**config.mk**
```make
export PLATFORM = sky130hd
export DESIGN_NAME = fht_io_ctrl
export DESIGN_NICKNAME = d
export VERILOG_FILES = /design/src/rtl/fht_io_ctrl.sv
export SDC_FILE = /design/constraint.sdc
export NUM_CORES = 1
export LEC_CHECK = 0
export ABC_AREA = 1
export ABC_CLOCK_PERIOD_IN_PS = 1800
export BUFFER_PORTS_ARGS = -buffer_cell sky130_fd_sc_hd__buf_2
export CAP_MARGIN = 20
export CORE_ASPECT_RATIO = 0.7
export CORE_MARGIN = 2
export CORE_UTILIZATION = 46
export CTS_BUF_LIST = sky130_fd_sc_hd__clkbuf_16
export CTS_CLUSTER_SIZE = 12
export DETAILED_ROUTE_END_ITERATION = 6
export HOLD_SLACK_MARGIN = 0.15
export PLACE_DENSITY_LB_ADDON = 0.2
export SETUP_SLACK_MARGIN = 0.3
export SLEW_MARGIN = 10
export SYNTH_ARGS = -nofsm -noshare
export SYNTH_HDL_FRONTEND = slang
export SYNTH_SLANG_ARGS = --single-unit
```
**constraint.sdc**
```tcl
create_clock -name iCLK -period 1.8 [get_ports iCLK]
set_input_delay 0.27 -clock iCLK [delete_from_list [all_inputs] [get_ports iCLK]]
set_output_delay 0.27 -clock iCLK [all_outputs]
set_load 0.01 [all_outputs]
```
**src/rtl/fht_io_ctrl.sv**
```systemverilog
// Frame I/O sequencer for an in-place FHT core: loads one frame into four
// interleaved banks, hands the banks to the core, then streams the result out.
//
// state  | meaning
// IDLE   | waiting for the first sample of a frame
// LOAD   | writing samples 1..N-1 into the banks
// START  | one-cycle start pulse, banks handed to the core
// RUN    | core owns the banks; wait for busy-then-ready
// UNLOAD | read banks in index order through a 2-entry output FIFO
module fht_io_ctrl #(
  parameter int A_BIT = 8,
  parameter int D_BIT = 16
) (
  input  logic             iCLK,
  input  logic             iRESET,
  input  logic             iIN_VALID,
  input  logic [D_BIT-1:0] iIN_DATA,
  output logic             oIN_READY,
  output logic             oWE,
  output logic [1:0]       oWR_BANK,
  output logic [A_BIT-1:0] oWR_ADDR,
  output logic [D_BIT-1:0] oWR_DATA,
  output logic [1:0]       oRD_BANK,
  output logic [A_BIT-1:0] oRD_ADDR,
  input  logic [D_BIT-1:0] iRD_DATA,
  output logic             oFHT_START,
  input  logic             iFHT_RDY,
  output logic             oBANK_OWNER,
  output logic             oOUT_VALID,
  output logic [D_BIT-1:0] oOUT_DATA,
  output logic             oOUT_LAST,
  input  logic             iOUT_READY,
  output logic             oBUSY
);

  localparam int K_BIT = A_BIT + 2;
  localparam logic [K_BIT-1:0] K_LAST = '1;

  typedef enum logic [2:0] {
    S_IDLE,
    S_LOAD,
    S_START,
    S_RUN,
    S_UNLOAD
  } state_t;

  state_t           state, state_nxt;
  logic [K_BIT-1:0] k, k_nxt;
  logic             arm, arm_nxt;
  logic             rd_done, rd_done_nxt;
  logic             rd_pend, rd_pend_last;

  logic [1:0][D_BIT-1:0] fifo_data;
  logic [1:0]            fifo_last;
  logic                  wr_ptr, rd_ptr;
  logic [1:0]            fifo_cnt;

  logic       in_ready;
  logic       in_xfer;
  logic       pop;
  logic       rd_issue;
  logic [2:0] occ_sum;

  assign in_ready = iRESET && ((state == S_IDLE) || (state == S_LOAD));
  assign in_xfer  = in_ready && iIN_VALID;
  assign pop      = (fifo_cnt != 2'd0) && iOUT_READY;
  assign occ_sum  = {1'b0, fifo_cnt} + {2'b00, rd_pend};

  // A pop in the same cycle frees one slot, so one more read may be in flight.
  assign rd_issue = (state == S_UNLOAD) && !rd_done &&
                    (pop ? (occ_sum < 3'd3) : (occ_sum < 3'd2));

  always_comb begin
    state_nxt   = state;
    k_nxt       = k;
    arm_nxt     = arm;
    rd_done_nxt = rd_done;
    case (state)
      S_IDLE: begin
        if (in_xfer) begin
          k_nxt     = k + 1'b1;
          state_nxt = S_LOAD;
        end
      end
      S_LOAD: begin
        if (in_xfer) begin
          if (k == K_LAST) begin
            k_nxt     = '0;
            state_nxt = S_START;
          end else begin
            k_nxt = k + 1'b1;
          end
        end
      end
      S_START: begin
        state_nxt = S_RUN;
      end
      S_RUN: begin
        if (!arm) begin
          if (!iFHT_RDY) arm_nxt = 1'b1;
        end else if (iFHT_RDY) begin
          arm_nxt   = 1'b0;
          state_nxt = S_UNLOAD;
        end
      end
      S_UNLOAD: begin
        if (rd_issue) begin
          if (k == K_LAST) begin
            k_nxt       = '0;
            rd_done_nxt = 1'b1;
          end else begin
            k_nxt = k + 1'b1;
          end
        end
        if (pop && fifo_last[rd_ptr]) begin
          rd_done_nxt = 1'b0;
          state_nxt   = S_IDLE;
        end
      end
      default: begin
        state_nxt   = S_IDLE;
        k_nxt       = '0;
        arm_nxt     = 1'b0;
        rd_done_nxt = 1'b0;
      end
    endcase
  end

  always_ff @(posedge iCLK or negedge iRESET) begin
    if (!iRESET) begin
      state   <= S_IDLE;
      k       <= '0;
      arm     <= 1'b0;
      rd_done <= 1'b0;
    end else begin
      state   <= state_nxt;
      k       <= k_nxt;
      arm     <= arm_nxt;
      rd_done <= rd_done_nxt;
    end
  end

  // Bank read data lands one cycle after the address, tagged with its last flag.
  always_ff @(posedge iCLK or negedge iRESET) begin
    if (!iRESET) begin
      rd_pend      <= 1'b0;
      rd_pend_last <= 1'b0;
      fifo_data    <= '0;
      fifo_last    <= '0;
      wr_ptr       <= 1'b0;
      rd_ptr       <= 1'b0;
      fifo_cnt     <= 2'd0;
    end else begin
      rd_pend      <= rd_issue;
      rd_pend_last <= rd_issue && (k == K_LAST);
      if (rd_pend) begin
        fifo_data[wr_ptr] <= iRD_DATA;
        fifo_last[wr_ptr] <= rd_pend_last;
        wr_ptr            <= ~wr_ptr;
      end
      if (pop) rd_ptr <= ~rd_ptr;
      fifo_cnt <= fifo_cnt + {1'b0, rd_pend} - {1'b0, pop};
    end
  end

  assign oIN_READY   = in_ready;
  assign oWE         = in_xfer;
  assign oWR_BANK    = k[1:0];
  assign oWR_ADDR    = k[K_BIT-1:2];
  assign oWR_DATA    = in_xfer ? iIN_DATA : '0;
  assign oRD_BANK    = (state == S_UNLOAD) ? k[1:0] : 2'b00;
  assign oRD_ADDR    = (state == S_UNLOAD) ? k[K_BIT-1:2] : '0;
  assign oFHT_START  = (state == S_START);
  assign oBANK_OWNER = (state == S_START) || (state == S_RUN);
  assign oOUT_VALID  = (fifo_cnt != 2'd0);
  assign oOUT_DATA   = fifo_data[rd_ptr];
  assign oOUT_LAST   = oOUT_VALID && fifo_last[rd_ptr];
  assign oBUSY       = (state != S_IDLE);

endmodule
```
==> flow_metrics.py <==
metrics = {
    "die": {
        "floorplan.die.width_um": 99.3,
        "initial_core_util_pct": 47.3,
        "dieHeight_um": 70.7,
        "core_region_area_mm2": 0.00619,
        "die_area_mm2": 0.00702,
        "floorplan.io_pins": 96,
        "placementRows": 24,
    },
    "clock_tree": {
        "tritoncts_clock_tree": "done",
        "cts-hold-fix-buffers": 0,
        "clock_buffers_created_by_tritoncts": 5,
        "worstSkewPairLatency_ns": 0.30,
        "cts.sinks": 55,
        "cts-root-to-sink-buffers": 2,
        "clk_pin_slew_ns": 0.08,
        "cts_root_buffer": "sky130_fd_sc_hd__clkbuf_16",
        "cts-htree-levels": 2,
    },
    "placed_design": {
        "place_worst_setup_slack_ns": 0.0190,
        "placedCellCount": 571,
        "place_congestion": 0.891,
        "numPortBuffers": 95,
        "detailedPlacementHpwl_um": 4870,
        "placed_cell_area_mm2": 0.00353,
    },
    "synth": {
        "yosys-mux-area-fraction_pct": 0,
        "synth.distinct_cells": 28,
        "synth.most_common_cell": "sky130_fd_sc_hd__nand2_1",
        "synth.top_cells.by_count": "sky130_fd_sc_hd__nand2_1, sky130_fd_sc_hd__inv_1, sky130_fd_sc_hd__dfrtp_1",
        "yosys.area.top_type": "sky130_fd_sc_hd__dfrtp_1",
        "post_synth_and_or_nand_nor_area_fraction_pct": 27.7,
        "synth_edf_count": 0,
        "synth_area_leaders": "sky130_fd_sc_hd__dfrtp_1, sky130_fd_sc_hd__nand2_1, sky130_fd_sc_hd__inv_1",
        "synth-xor-area-share_pct": 2.40,
        "main_combinational_cell_family_by_area_after_synthesis": "simple AND/OR/NAND/NOR gates",
        "postSynthNetCount": 444,
        "synth_compound_gate_area_share_pct": 10.1,
        "netlist_area_mm2": 0.00292,
        "ys_seq_elements": 55,
        "ys.flop_type": "sky130_fd_sc_hd__dfrtp_1",
        "synth_top_area_share_pct": 47.1,
        "ys_warn_count": 0,
        "netlist_instances": 401,
        "synth_fa_ha_area_share_pct": 2.57,
        "syn-mean-instance-area_um2": 7.29,
        "yosysSeqAreaShare_pct": 47.1,
        "ys_async_sr_fraction_pct": 100,
    },
    "route": {
        "detailedRoute.firstIterationViolations": 217,
        "dr_total_vias": 3101,
        "via_per_inst": 5.08,
        "remaining_drc_errors": 0,
        "detail_route.wl_per_cell_um": 14.4,
        "drt_pass1_iterations": 5,
        "ant_nets": 0,
        "final_wl_um": 8790,
    },
    "sta": {
        "maxClockFrequency_mhz": 572,
        "transition_time_of_the_tightest_slew_check_pin_ns": 0.718,
        "maxSlewHeadroom_pct": 52.2,
        "grt_setup_unrepaired": "true",
        "min_period_over_period_pct": 97.1,
        "setup-violations-final": 0,
        "finalHoldViolations": 0,
        "post-route-min-period_ns": 1.75,
        "final_max_slew_viol_count": 0,
        "fin_ws_ns": 0.0530,
        "timing.clock.skew_ns": 0.0101,
    },
    "setup_path": {
        "cp.required_ns": 2.03,
        "worst_setup_path_start_kind": "register",
        "cp_data_arrival_time_ns": 1.97,
        "timing_worst_setup_path_type": "reg2reg",
        "critical-path-top-delay-family": "adder cells",
        "worstSetupEndpointType": "register",
        "worstPathBufferInverterCount": 3,
        "timing.critical_path.cells": "ha_2, inv_2, ha_4, a21o_1, nand2_1, nand3_2, buf_4, buf_6, nor2_4, o22a_1",
        "slowest_stage": "sky130_fd_sc_hd__dfrtp_1",
        "worst_path_largest_cell_delay_ns": 0.39,
        "cp_max_fo": 2,
    },
    "cells_and_area": {
        "final_standard_cell_count_with_taps_included_and_fillers_excluded": 611,
        "multi_input_comb_area_mm2": 0.00149,
        "antennaDiodeCount": 0,
        "final-seq-area_mm2": 0.00138,
        "area_growth_syn_to_layout_pct": 46.1,
        "nNetsFinal": 576,
        "filler_cell_count": 500,
        "postLayoutCellArea_mm2": 0.00427,
        "layout-drive-gt1-share_pct": 38.1,
    },
    "grt": {
        "pin_count_of_the_biggest_net_entering_global_routing": 56,
        "global_route.overflow_total": 0,
        "globalRouteTotalUtil_pct": 22.0,
        "grt_antenna_before_repair": 0,
        "via_count_of_the_first_global_routing_pass": 2615,
        "global_route_wire_length_before_repair_um": 12400,
    },
    "status": {
        "run_status": "complete, no violations",
    },
    "power": {
        "power_density_mw_per_mm2": 1520,
        "vdd.ir_drop.worst_mv": 0.580,
        "leakage_nw": 2.39,
    },
    "worst_hold_path": {
        "worstHoldPathType": "in2reg",
    },
    "flow_run": {
        "max_cap_viol_count": 0,
    },
}
==> cell type report <==
class                           instances  share of cell area [%]
Multi-Input combinational cell        270                    34.8
Clock buffer                            5                    2.93
Inverter                               65                    5.94
Clock inverter                          2                   0.791
Tap cell                               78                    2.28
Sequential cell                        55                    32.3
Timing Repair Buffer                  136                    20.9
==> kinds of logic after synthesis <==
kind of cell | after synthesis
compound gates | 56
xor+xnor | 8
fa+ha+maj | 6
buf+inv | 78
flops | 55
simple gates | 198
==> through the flow <==
step	total power [mW]	TNS, ns	hold slack (ns)	util, %
2_1_floorplan	3.56	0	-0.0256	-
3_3_place_gp	4.41	0	0.466	57.0
4_1_cts	5.93	0	0.178	63.3
3_5_place_dp	4.49	0	0.474	57.0
5_1_grt	6.93	-0.0529	0.196	69.1
6_report	6.48	0	0.179	69.1
==> path summary, 6_finish.rpt <==
| kind | slack (ns) | depth (start not counted) | start | end |
|---|---|---|---|---|
| max | 0.05 | 10 | fifo_cnt[0]$_DFF_PN0_ | rd_done$_DFFE_PN0P_ |
| min | 0.18 | 2 | iFHT_RDY | arm$_DFFE_PN0N_ |
| max reg2reg | 0.05 | 10 | fifo_cnt[0]$_DFF_PN0_ | rd_done$_DFFE_PN0P_ |
| min reg2reg | 0.49 | 2 | fifo_data[18]$_DFFE_PN0P_ | fifo_data[18]$_DFFE_PN0P_ |
| max in group asynchronous | 1.07 | 2 | iRESET | state[2]$_DFFE_PN0P_ |
| min in group asynchronous | 0.22 | 2 | iRESET | arm$_DFFE_PN0N_ |
==> where the power goes <==
group	leakage, nW	internal (mW)	total [mW]	switching (mW)
combinational	1.62	1.42	3.28	1.86
sequential	0.683	1.74	2.12	0.381
clock	0.0811	0.645	1.08	0.434
==> registers in the layout, indices dropped and copies added (netlist names) <==
name          count
fifo_cnt          2
rd_pend           1
arm               1
state             3
rd_done           1
rd_ptr            1
k                10
fifo_last         2
wr_ptr            1
rd_pend_last      1
fifo_data        32
==> layout by cell type (no fill, tap or decap), types with 2 or more instances in the layout <==
master / synthesis / routed
sky130_fd_sc_hd__nand2_2: 0 / 15
sky130_fd_sc_hd__clkbuf_16: 0 / 6
sky130_fd_sc_hd__inv_4: 0 / 2
sky130_fd_sc_hd__ha_4: 0 / 2
sky130_fd_sc_hd__buf_4: 1 / 29
sky130_fd_sc_hd__or2_4: 0 / 2
sky130_fd_sc_hd__xor2_1: 7 / 7
sky130_fd_sc_hd__buf_6: 0 / 16
sky130_fd_sc_hd__inv_1: 60 / 57
sky130_fd_sc_hd__nor2_4: 1 / 12
sky130_fd_sc_hd__ha_1: 6 / 2
sky130_fd_sc_hd__dfrtp_2: 0 / 3
sky130_fd_sc_hd__nand3_4: 0 / 3
sky130_fd_sc_hd__o21ai_0: 41 / 40
sky130_fd_sc_hd__o21ai_1: 6 / 6
sky130_fd_sc_hd__nor2_2: 1 / 7
sky130_fd_sc_hd__inv_2: 5 / 6
sky130_fd_sc_hd__ha_2: 0 / 2
sky130_fd_sc_hd__buf_8: 0 / 2
sky130_fd_sc_hd__nand2_1: 135 / 120
sky130_fd_sc_hd__dfrtp_1: 55 / 52
sky130_fd_sc_hd__a21oi_1: 4 / 3
sky130_fd_sc_hd__nor2_1: 39 / 22
sky130_fd_sc_hd__buf_2: 1 / 88
sky130_fd_sc_hd__nand3_1: 13 / 12
sky130_fd_sc_hd__nand4_1: 3 / 3
==> routing by layer <==
layer / GRT usage (%) / vias up / part of all wire [%]
li1: - / 1488 / -
met1: 31.6 / 1440 / 44
met2: 34.9 / 163 / 47
met3: 4.35 / 10 / 7.7
met4: 5.18 / 0 / 1.1
met5: 0 / - / 0
==> worst reg2reg max path: cells and delay by family, from the launching register on <==
kind / cells / cell delay, ns
simple gates: 3 / 0.26
fa+ha+maj: 2 / 0.41
buf+inv: 3 / 0.33
flops: 1 / 0.39
compound gates: 2 / 0.31
==> repair_timing <==
action                                 CTS  global route
setup buffers                           14            13
gates cloned                             3             3
endpoints found under the hold margin    0             0
setup endpoints to repair               52            84
resized for setup                       30            61
pin swaps                               14            16
Power figures use the tool's default switching activity.
